<file path="src/rtl/spi_slave.sv">
// spi_slave: SPI mode-0 slave with synchronized inputs, byte-wise tx/rx
// handshakes and a sticky overrun flag.
// Optional feature: define SPI_SLAVE_RX_FIFO_EN to buffer received bytes in a
// 4-entry FIFO instead of a single holding register.

module spi_slave #(
   parameter int SYNC_STAGES = 2
) (
   input  logic       clk,
   input  logic       rst,
   input  logic       spi_clk,
   input  logic       spi_en,
   input  logic       spi_mosi,
   output logic       spi_miso,
   input  logic [7:0] tx_data,
   input  logic       tx_valid,
   output logic       tx_ready,
   output logic [7:0] rx_data,
   output logic       rx_valid,
   input  logic       rx_ready,
   output logic       overrun,
   input  logic       overrun_clr,
   output logic       busy
);

   // Edges are only trusted once the synchronizer chains have been refilled
   // from the pins after reset plus one cycle for the edge-history flops.
   // This keeps an spi_en that is already high at reset release from looking
   // like a fresh select.
   localparam logic [2:0] SETTLE_CNT = 3'(SYNC_STAGES + 1);

   typedef enum logic [0:0] {
      IDLE  = 1'b0,
      SHIFT = 1'b1
   } state_t;

   state_t                 state_r;
   state_t                 state_nxt_s;

   logic [SYNC_STAGES-1:0] clk_sync_r;
   logic [SYNC_STAGES-1:0] en_sync_r;
   logic [SYNC_STAGES-1:0] mosi_sync_r;
   logic                   clk_prev_r;
   logic                   en_prev_r;
   logic [2:0]             settle_r;

   logic                   settled_s;
   logic                   clk_s;
   logic                   en_s;
   logic                   mosi_s;
   logic                   clk_rise_s;
   logic                   clk_fall_s;
   logic                   en_rise_s;
   logic                   en_fall_s;

   logic [7:0]             tx_shift_r;
   logic [7:0]             tx_shift_nxt_s;
   logic [7:0]             rx_shift_r;
   logic [7:0]             rx_byte_s;
   logic [2:0]             bit_cnt_r;
   logic                   keep_r;
   logic                   miso_r;
   logic                   overrun_r;

   logic                   load_s;
   logic                   shift_in_s;
   logic                   shift_out_s;
   logic                   complete_s;
   logic                   full_s;
   logic                   pop_s;
   logic                   drop_s;
   logic                   push_s;

   // Input synchronizer chains for the three master-driven pins.
   always_ff @(posedge clk or posedge rst) begin
      if (rst) begin
         clk_sync_r  <= '0;
         en_sync_r   <= '0;
         mosi_sync_r <= '0;
      end else begin
         clk_sync_r  <= {clk_sync_r[SYNC_STAGES-2:0], spi_clk};
         en_sync_r   <= {en_sync_r[SYNC_STAGES-2:0], spi_en};
         mosi_sync_r <= {mosi_sync_r[SYNC_STAGES-2:0], spi_mosi};
      end
   end

   // Edge history of the synchronized copies and the post-reset settle count.
   always_ff @(posedge clk or posedge rst) begin
      if (rst) begin
         clk_prev_r <= 1'b0;
         en_prev_r  <= 1'b0;
         settle_r   <= 3'd0;
      end else begin
         clk_prev_r <= clk_s;
         en_prev_r  <= en_s;
         if (settle_r != SETTLE_CNT) begin
            settle_r <= settle_r + 3'd1;
         end else begin
            settle_r <= settle_r;
         end
      end
   end

   assign clk_s      = clk_sync_r[SYNC_STAGES-1];
   assign en_s       = en_sync_r[SYNC_STAGES-1];
   assign mosi_s     = mosi_sync_r[SYNC_STAGES-1];
   assign settled_s  = (settle_r == SETTLE_CNT);
   assign clk_rise_s = settled_s &  clk_s & ~clk_prev_r;
   assign clk_fall_s = settled_s & ~clk_s &  clk_prev_r;
   assign en_rise_s  = settled_s &  en_s  & ~en_prev_r;
   assign en_fall_s  = settled_s & ~en_s  &  en_prev_r;

   // Byte as it stands after the current rising edge's sample is shifted in.
   assign rx_byte_s  = {rx_shift_r[6:0], mosi_s};

   // FSM state register.
   always_ff @(posedge clk or posedge rst) begin
      if (rst) begin
         state_r <= IDLE;
      end else begin
         state_r <= state_nxt_s;
      end
   end

   // Next state plus the per-cycle shift/load/completion strobes.
   always_comb begin
      state_nxt_s = state_r;
      load_s      = 1'b0;
      shift_in_s  = 1'b0;
      shift_out_s = 1'b0;
      complete_s  = 1'b0;
      case (state_r)
         IDLE: begin
            if (en_rise_s) begin
               state_nxt_s = SHIFT;
               load_s      = 1'b1;
            end else begin
               state_nxt_s = IDLE;
            end
         end
         SHIFT: begin
            if (en_fall_s) begin
               // A partial byte is simply abandoned: no push, no flag.
               state_nxt_s = IDLE;
            end else begin
               state_nxt_s = SHIFT;
               if (clk_rise_s) begin
                  shift_in_s = 1'b1;
                  if (bit_cnt_r == 3'd7) begin
                     complete_s = 1'b1;
                     load_s     = 1'b1;
                  end else begin
                     complete_s = 1'b0;
                  end
               end else if (clk_fall_s) begin
                  // The fall right after a completion must not disturb the
                  // freshly loaded byte's MSB already on spi_miso.
                  shift_out_s = ~keep_r;
               end else begin
                  shift_out_s = 1'b0;
               end
            end
         end
         default: begin
            state_nxt_s = IDLE;
         end
      endcase
   end

   // Next content of the tx shift register.
   always_comb begin
      tx_shift_nxt_s = tx_shift_r;
      if (load_s) begin
         tx_shift_nxt_s = tx_valid ? tx_data : 8'h00;
      end else if (shift_out_s) begin
         tx_shift_nxt_s = {tx_shift_r[6:0], 1'b0};
      end else begin
         tx_shift_nxt_s = tx_shift_r;
      end
   end

   // Shift registers, bit counter, keep flag and the registered miso pin.
   always_ff @(posedge clk or posedge rst) begin
      if (rst) begin
         tx_shift_r <= 8'h00;
         rx_shift_r <= 8'h00;
         bit_cnt_r  <= 3'd0;
         keep_r     <= 1'b0;
         miso_r     <= 1'b0;
      end else begin
         tx_shift_r <= tx_shift_nxt_s;
         miso_r     <= (state_nxt_s == SHIFT) ? tx_shift_nxt_s[7] : 1'b0;
         if (shift_in_s) begin
            rx_shift_r <= rx_byte_s;
         end
         if ((state_r == IDLE) || en_fall_s) begin
            bit_cnt_r <= 3'd0;
         end else if (shift_in_s) begin
            bit_cnt_r <= bit_cnt_r + 3'd1;
         end
         if (complete_s) begin
            keep_r <= 1'b1;
         end else if (clk_fall_s || (state_r == IDLE)) begin
            keep_r <= 1'b0;
         end
      end
   end

   // A completion is dropped only when storage is full and nothing leaves it
   // in the same cycle.
   assign drop_s = complete_s & full_s & ~pop_s;
   assign push_s = complete_s & ~drop_s;

   // Sticky overrun; a new drop wins over a simultaneous clear.
   always_ff @(posedge clk or posedge rst) begin
      if (rst) begin
         overrun_r <= 1'b0;
      end else if (drop_s) begin
         overrun_r <= 1'b1;
      end else if (overrun_clr) begin
         overrun_r <= 1'b0;
      end
   end

`ifdef SPI_SLAVE_RX_FIFO_EN
   logic [7:0] fifo_mem_r [4];
   logic [1:0] wr_ptr_r;
   logic [1:0] rd_ptr_r;
   logic [2:0] count_r;

   assign full_s   = (count_r == 3'd4);
   assign rx_valid = (count_r != 3'd0);
   assign pop_s    = rx_valid & rx_ready;
   assign rx_data  = fifo_mem_r[rd_ptr_r];

   // Receive FIFO: a push into a full FIFO that is popped in the same cycle
   // writes the slot the head is leaving, which becomes the new tail.
   always_ff @(posedge clk or posedge rst) begin
      if (rst) begin
         for (int i = 0; i < 4; i++) begin
            fifo_mem_r[i] <= 8'h00;
         end
         wr_ptr_r <= 2'd0;
         rd_ptr_r <= 2'd0;
         count_r  <= 3'd0;
      end else begin
         if (push_s) begin
            fifo_mem_r[wr_ptr_r] <= rx_byte_s;
            wr_ptr_r             <= wr_ptr_r + 2'd1;
         end
         if (pop_s) begin
            rd_ptr_r <= rd_ptr_r + 2'd1;
         end
         case ({push_s, pop_s})
            2'b10:   count_r <= count_r + 3'd1;
            2'b01:   count_r <= count_r - 3'd1;
            default: count_r <= count_r;
         endcase
      end
   end
`else
   logic [7:0] hold_r;
   logic       hold_valid_r;

   assign full_s   = hold_valid_r;
   assign rx_valid = hold_valid_r;
   assign pop_s    = hold_valid_r & rx_ready;
   assign rx_data  = hold_r;

   // Single receive holding register.
   always_ff @(posedge clk or posedge rst) begin
      if (rst) begin
         hold_r       <= 8'h00;
         hold_valid_r <= 1'b0;
      end else if (push_s) begin
         hold_r       <= rx_byte_s;
         hold_valid_r <= 1'b1;
      end else if (pop_s) begin
         hold_valid_r <= 1'b0;
      end
   end
`endif

   // tx_ready is decoded from flops only, so it is clean for the whole cycle
   // in which tx_data is taken.
   assign tx_ready = load_s;
   assign spi_miso = miso_r;
   assign overrun  = overrun_r;
   assign busy     = (state_r == SHIFT);

endmodule

</file>
<file path="config.mk">
export PLATFORM = sky130hd
export DESIGN_NAME = spi_slave
export DESIGN_NICKNAME = d
export VERILOG_FILES = /design/src/rtl/spi_slave.sv
export SDC_FILE = /design/constraint.sdc
export NUM_CORES = 1
export LEC_CHECK = 0
export ABC_AREA = 0
export BUFFER_PORTS_ARGS = -buffer_cell sky130_fd_sc_hd__buf_4
export CORE_MARGIN = 2
export CORE_UTILIZATION = 50
export CTS_BUF_LIST = sky130_fd_sc_hd__clkbuf_16
export DETAILED_ROUTE_END_ITERATION = 16
export GPL_TIMING_DRIVEN = 0
export HOLD_SLACK_MARGIN = 0.06
export PLACE_DENSITY = 0.69
export SKIP_CTS_REPAIR_TIMING = 1
export SLEW_MARGIN = 20
export SYNTH_ARGS = -nofsm -noshare
export SYNTH_HDL_FRONTEND = slang
export SYNTH_SLANG_ARGS = --single-unit
export TNS_END_PERCENT = 1
</file>
<file path="constraint.sdc">
create_clock -name clk -period 5.5 [get_ports clk]
set_clock_uncertainty 0.05 [all_clocks]
set_input_delay 1.1 -clock clk [delete_from_list [all_inputs] [get_ports clk]]
set_output_delay 1.1 -clock clk [all_outputs]
set_load 0.01 [all_outputs]
</file>
==> results.cfg, run 1 <==
[route]
postRouteWirelength_mm = 2.878
drc_errors = 0
antenna_left = 0
wl_per_cell_um = 12.96
drt_iter0_drc = 31
vias = 1122
first_pass_iters = 4
vias_per_cell = 5.054

[setup_path]
critPathMaxFanout = 10
r2r_slack_ns = 3.55
r2r_cells = 8
cp-end-kind = primary output
worstPathArrival_ns = 2.08
start_kind = register
criticalPathCategory = register to primary output
r2r_end = spi_miso
r2r_start = settle_r[0]
required_ns = 4.35

[floorplan]
fp.dieH_um = 63.95
dieArea_um2 = 4089
pin_count = 29
row_count = 21
start_util_pct = 53.01
design.core.area_um2 = 3390
die_w_um = 63.95

[clock_tree]
cts_tree = done
clockBufferDepth = 2
clk_latency_ns = 0.27
htreeDepth = 2
root_buffer = clkbuf_16
cts_buffers = 5
path_clk_slew_ns = 0.05
clkSinkCount = 42

[grt]
grt_max_degree = 24
grt_antenna_before_repair = 0
grt_pass1_wl_mm = 5.237
gr-total-overflow = 0
grt_pass1_vias = 1192
gr-usage-all-layers_pct = 16.63

[timing]
setup_viol = 0
min_period_over_period_pct = 58.66
slew_violations = 0
max_clock_freq_ghz = 0.3099
hold_viol_final = 0
tightest_slew_ns = 0.4596
slew_headroom_pct = 69.31
min_period_ns = 3.226
rsz0062_at_grt = no
setup_tns_ns = 0

[synthesis]
synth.top_cell.area_share_pct = 58.50
synth-async-reset-ratio_pct = 100.0
yosysWarnings = 0
syn_area_um2 = 1797
synth_largest_area_cell = dfrtp_1
synth_seq_cells = 42
yosysMostFrequentCell = dfrtp_1
synth_edf_count = 0
netlist_top_cells_area = dfrtp_1 (58%), mux2i_1 (8.4%), mux2_4 (6.7%)
yosysSeqAreaShare_pct = 58.50
yosysUniqueCellTypes = 31
synthTopCellsByCount = dfrtp_1 (42), nand2_1 (30), mux2i_1 (15)
avgSynthCellArea_um2 = 12.74
synthFlopType = dfrtp_1
syn-num-nets = 161
synthCells = 141

[power]
power_density_nw_per_um2 = 320.8
p_leak_nw = 1.175
ir_worst_vdd_mv = 0.2101

[hold_path]
min_from = clk_sync_r[0]
hp-class = register to register
hold_path_depth = 0
hold_end = clk_sync_r[1]

[final_layout]
final_cell_area_um2 = 2217
final_nets = 196
drive_gt1_share_pct = 30.11
n_antenna_cell = 0
syn2layout_area_growth_pct = 23.40

[placed_design]
dp_hpwl_mm = 2.061
io_buffers = 27
place_congestion = 0.6785
placed_area_um2 = 2085

[run_status]
status = finished clean

[flow_run]
drv_cap = 0
area by class of cell:
type,instances,area (um^2)
plain buffers,6,46.29
well taps,46,57.56
repair buffers,28,230.2
inverters,6,22.52
clock inverters,2,7.507
clock buffers,5,125.1
fillers,261,1172
multi-input cells,87,676.9
flip-flops and latches,42,1051
layout by cell type (no fill, tap or decap):
| master | n |
|---|---|
| nor2b_1 | 1 |
| nand4b_1 | 1 |
| a22o_1 | 2 |
| buf_1 | 1 |
| nand4_1 | 2 |
| nor4b_2 | 1 |
| buf_16 | 1 |
| nand2_1 | 30 |
| a21o_1 | 1 |
| and2_1 | 3 |
| mux2_4 | 8 |
| inv_1 | 7 |
| a22oi_1 | 1 |
| clkbuf_16 | 5 |
| a211oi_2 | 1 |
| o22ai_1 | 1 |
| xnor2_1 | 1 |
| and4_1 | 1 |
| nand3_1 | 2 |
| dfrtp_1 | 42 |
| nand3b_4 | 1 |
| ha_1 | 4 |
| buf_6 | 2 |
| mux2_2 | 1 |
| o21ai_0 | 2 |
| a21oi_1 | 2 |
| buf_4 | 29 |
| a21boi_0 | 1 |
| mux2i_1 | 15 |
| buf_2 | 1 |
| nand3_4 | 1 |
| nand2b_1 | 3 |
| inv_2 | 1 |
| nor2b_2 | 1 |
critical path, cell delays in order, from the launching register on:
cell,delay (ns)
dfrtp_1,0.39
ha_1,0.20
ha_1,0.19
buf_6,0.15
and2_1,0.14
nand4_1,0.17
and2_1,0.16
buf_4,0.20
inv_1,0.06
buf_4,0.14
where the power goes:
group	internal, W	switching [W]
Sequential	0.000346	0.0000232
Combinational	0.0000406	0.0000390
Clock	0.000162	0.000100
Total	0.000549	0.000162
through the flow:
step | setup slack (ns) | hold slack (ns) | total power [W] | utilization (%) | instances
finish | 2.274 | 0.2979 | 0.0007112 | 65.41 | 222
global route | 2.127 | 0.3066 | 0.0007524 | 65.41 | 222
CTS | 2.248 | 0.3016 | 0.0007228 | 65.41 | 222
detailed placement | 2.551 | 0.2863 | 0.0004557 | 61.50 | 215
global placement | 2.589 | 0.2819 | 0.0004463 | 60.69 | 214
floorplan | 2.797 | 0.2812 | 0.0004237 | - | 141
cells by family (layout without fill, tap and decap cells):
group | count (synthesis) | after routing | share of synthesized area (%)
AOI/OAI and AO/OA | 11 | 11 | 4.388
xor gates and xnor gates | 1 | 1 | 0.4876
adders and majority gates | 4 | 4 | 2.786
buffers and inverters | 12 | 47 | 3.829
DFF | 42 | 42 | 58.50
muxes | 24 | 24 | 15.67
and+or+nand+nor | 47 | 47 | 14.35
worst max path at each step:
| stage | endpoint | cells after the start | start | slack (ns) |
|---|---|---|---|---|
| global placement | tx_ready | 9 | settle_r[0] | 2.59 |
| global route | tx_ready | 9 | settle_r[0] | 2.13 |
| CTS | tx_ready | 9 | settle_r[0] | 2.25 |
| detailed placement | tx_ready | 9 | settle_r[0] | 2.55 |
| finish | tx_ready | 9 | settle_r[0] | 2.27 |
| floorplan | tx_ready | 8 | settle_r[0] | 2.80 |
registers in the layout, summed over array words and instances (netlist names), 2 cells and up:
| register | flops |
|---|---|
| rx_data | 8 |
| tx_shift_r | 8 |
| rx_shift_r | 7 |
| bit_cnt_r | 3 |
| settle_r | 3 |
| clk_sync_r | 2 |
| en_sync_r | 2 |
| mosi_sync_r | 2 |
per-layer routing:
metal  vias up  routed length, um  GRT usage, %
li1        542                  -             -
met2        19               1440         26.56
met4         0                 15         5.707
met5         -                  0             0
met3         2                120         5.106
met1       559               1301         21.45
Power figures use the tool's default switching activity.
==> run 2, diff against run 1 <==
- CORE_UTILIZATION: 50 -> 49
- PLACE_DENSITY: 0.69 -> 0.7
- clock period: 5.5 -> 2.6 ns (I/O delays scaled with it)
==> results.cfg, run 2 (synthesis gave the netlist of run 1 again) <==
[timing]
tightest_slew_ns = 0.4640
setup_viol = 0
hold_viol_final = 0
slew_headroom_pct = 69.02
min_period_over_period_pct = 97.62
min_period_ns = 2.538
max_clock_freq_ghz = 0.3940
slew_violations = 0

[setup_path]
r2r_start = settle_r[0]
crit_path_start = settle_r[0]
worstPathArrival_ns = 1.97
required_ns = 2.03
criticalPathCategory = register to primary output
start_kind = register
critPathMaxFanout = 10
cp-end-kind = primary output

[grt]
gr-usage-all-layers_pct = 15.94
grt_pass1_wl_mm = 5.037
gr-total-overflow = 0
grt_antenna_before_repair = 0
grt_pass1_vias = 1124
grt_max_degree = 24

[final_layout]
final_cells = 231
layout_common_cells = dfrtp_1 (42), buf_4 (36), nand2_1 (30)
multiInputGateArea_um2 = 679.4
final_nets = 204
syn2layout_area_growth_pct = 28.06
n_antenna_cell = 0
final_common_cell = dfrtp_1
final_cell_area_um2 = 2301
nFillCells = 267
regArea_um2 = 1051
drive_gt1_share_pct = 34.59

[hold_path]
hp-class = input port to asynchronous set/reset pin

[placed_design]
io_buffers = 27
place_congestion = 0.6482
dp_hpwl_mm = 2.113
dp.cells = 215
placed_area_um2 = 2085

[route]
drt_iter0_drc = 42
postRouteWirelength_mm = 3.050
drc_errors = 0
vias_per_cell = 5.104
antenna_left = 0
first_pass_iters = 4
vias = 1179
wl_per_cell_um = 13.20

[floorplan]
row_count = 21
fp.dieH_um = 64.56
start_util_pct = 52.60
die_w_um = 64.56
design.core.area_um2 = 3416
dieArea_um2 = 4167
pin_count = 29

[clock_tree]
clkSinkCount = 42
clk_latency_ns = 0.28
cts_buffers = 5
clockBufferDepth = 2
path_clk_slew_ns = 0.06
htreeDepth = 2
cts_tree = done
root_buffer = clkbuf_16

[flow_run]
drv_cap = 0

[power]
p_leak_nw = 1.214
power_density_nw_per_um2 = 671.8
ir_worst_vdd_mv = 0.5263

[run_status]
status = finished clean
-- run 2: changes by cell type in the layout (fill, tap and decap cells not counted), sizes merged --
| cell | previous run | this run |
|---|---|---|
| buf | 34 | 42 |
| clkinv | 0 | 2 |
| inv | 8 | 6 |
| clkinvlp | 0 | 1 |
-- run 2: worst max-delay path, stage by stage (launching register included) --
cell     delay, ns
dfrtp_1       0.38
ha_1          0.20
ha_1          0.20
buf_6         0.15
and2_1        0.14
nand4_1       0.15
and2_4        0.19
buf_12        0.11
inv_1         0.04
buf_4         0.13
-- run 2: worst paths after layout --
check	endpoint	slack, ns	cells after the start
setup / recovery	tx_ready	0.06	9
hold / removal	tx_shift_r[1]	0.21	2
setup reg to reg	tx_shift_r[2]	0.66	9
hold reg to reg	mosi_sync_r[1]	0.30	0
max in group asynchronous	rx_data[1]	1.83	3
min in group clk	mosi_sync_r[1]	0.30	0
-- run 2: power breakdown --
| part | internal, W | leakage, nW | total, W | switching [W] |
|---|---|---|---|---|
| clock network | 0.000350 | 0.0672 | 0.000588 | 0.000238 |
| logic | 0.0000940 | 0.607 | 0.000179 | 0.0000851 |
| registers | 0.000732 | 0.540 | 0.000779 | 0.0000470 |
-- run 2: through the flow --
step                setup WS, ns   TNS (ns)  hold WS, ns  utilization [%]  total power [W]
floorplan                 0.4769          0       0.2812                -        0.0008963
global placement          0.2684          0       0.2844            60.22        0.0009435
detailed placement        0.1991          0       0.2873            61.03        0.0009626
CTS                      -0.1217    -0.1217       0.2190            65.16         0.001552
global route           -0.001515  -0.001515       0.2425            67.36         0.001625
finish                   0.06176          0       0.2072            67.36         0.001546
-- run 2: layout make-up --
class / instances / area share (%)
timing repair buffer: 36 / 12.62
clock buffer: 5 / 5.438
tap: 46 / 2.501
inverter: 6 / 0.9788
multi-input combinational: 87 / 29.53
clock inverter: 3 / 0.7069
buffer: 6 / 2.556
sequential: 42 / 45.68
-- run 2: layer usage --
metal,track usage [%],routed length (um)
met1,21.23,1339
met2,25.00,1520
met3,4.514,142
met4,5.851,47
met5,0,0
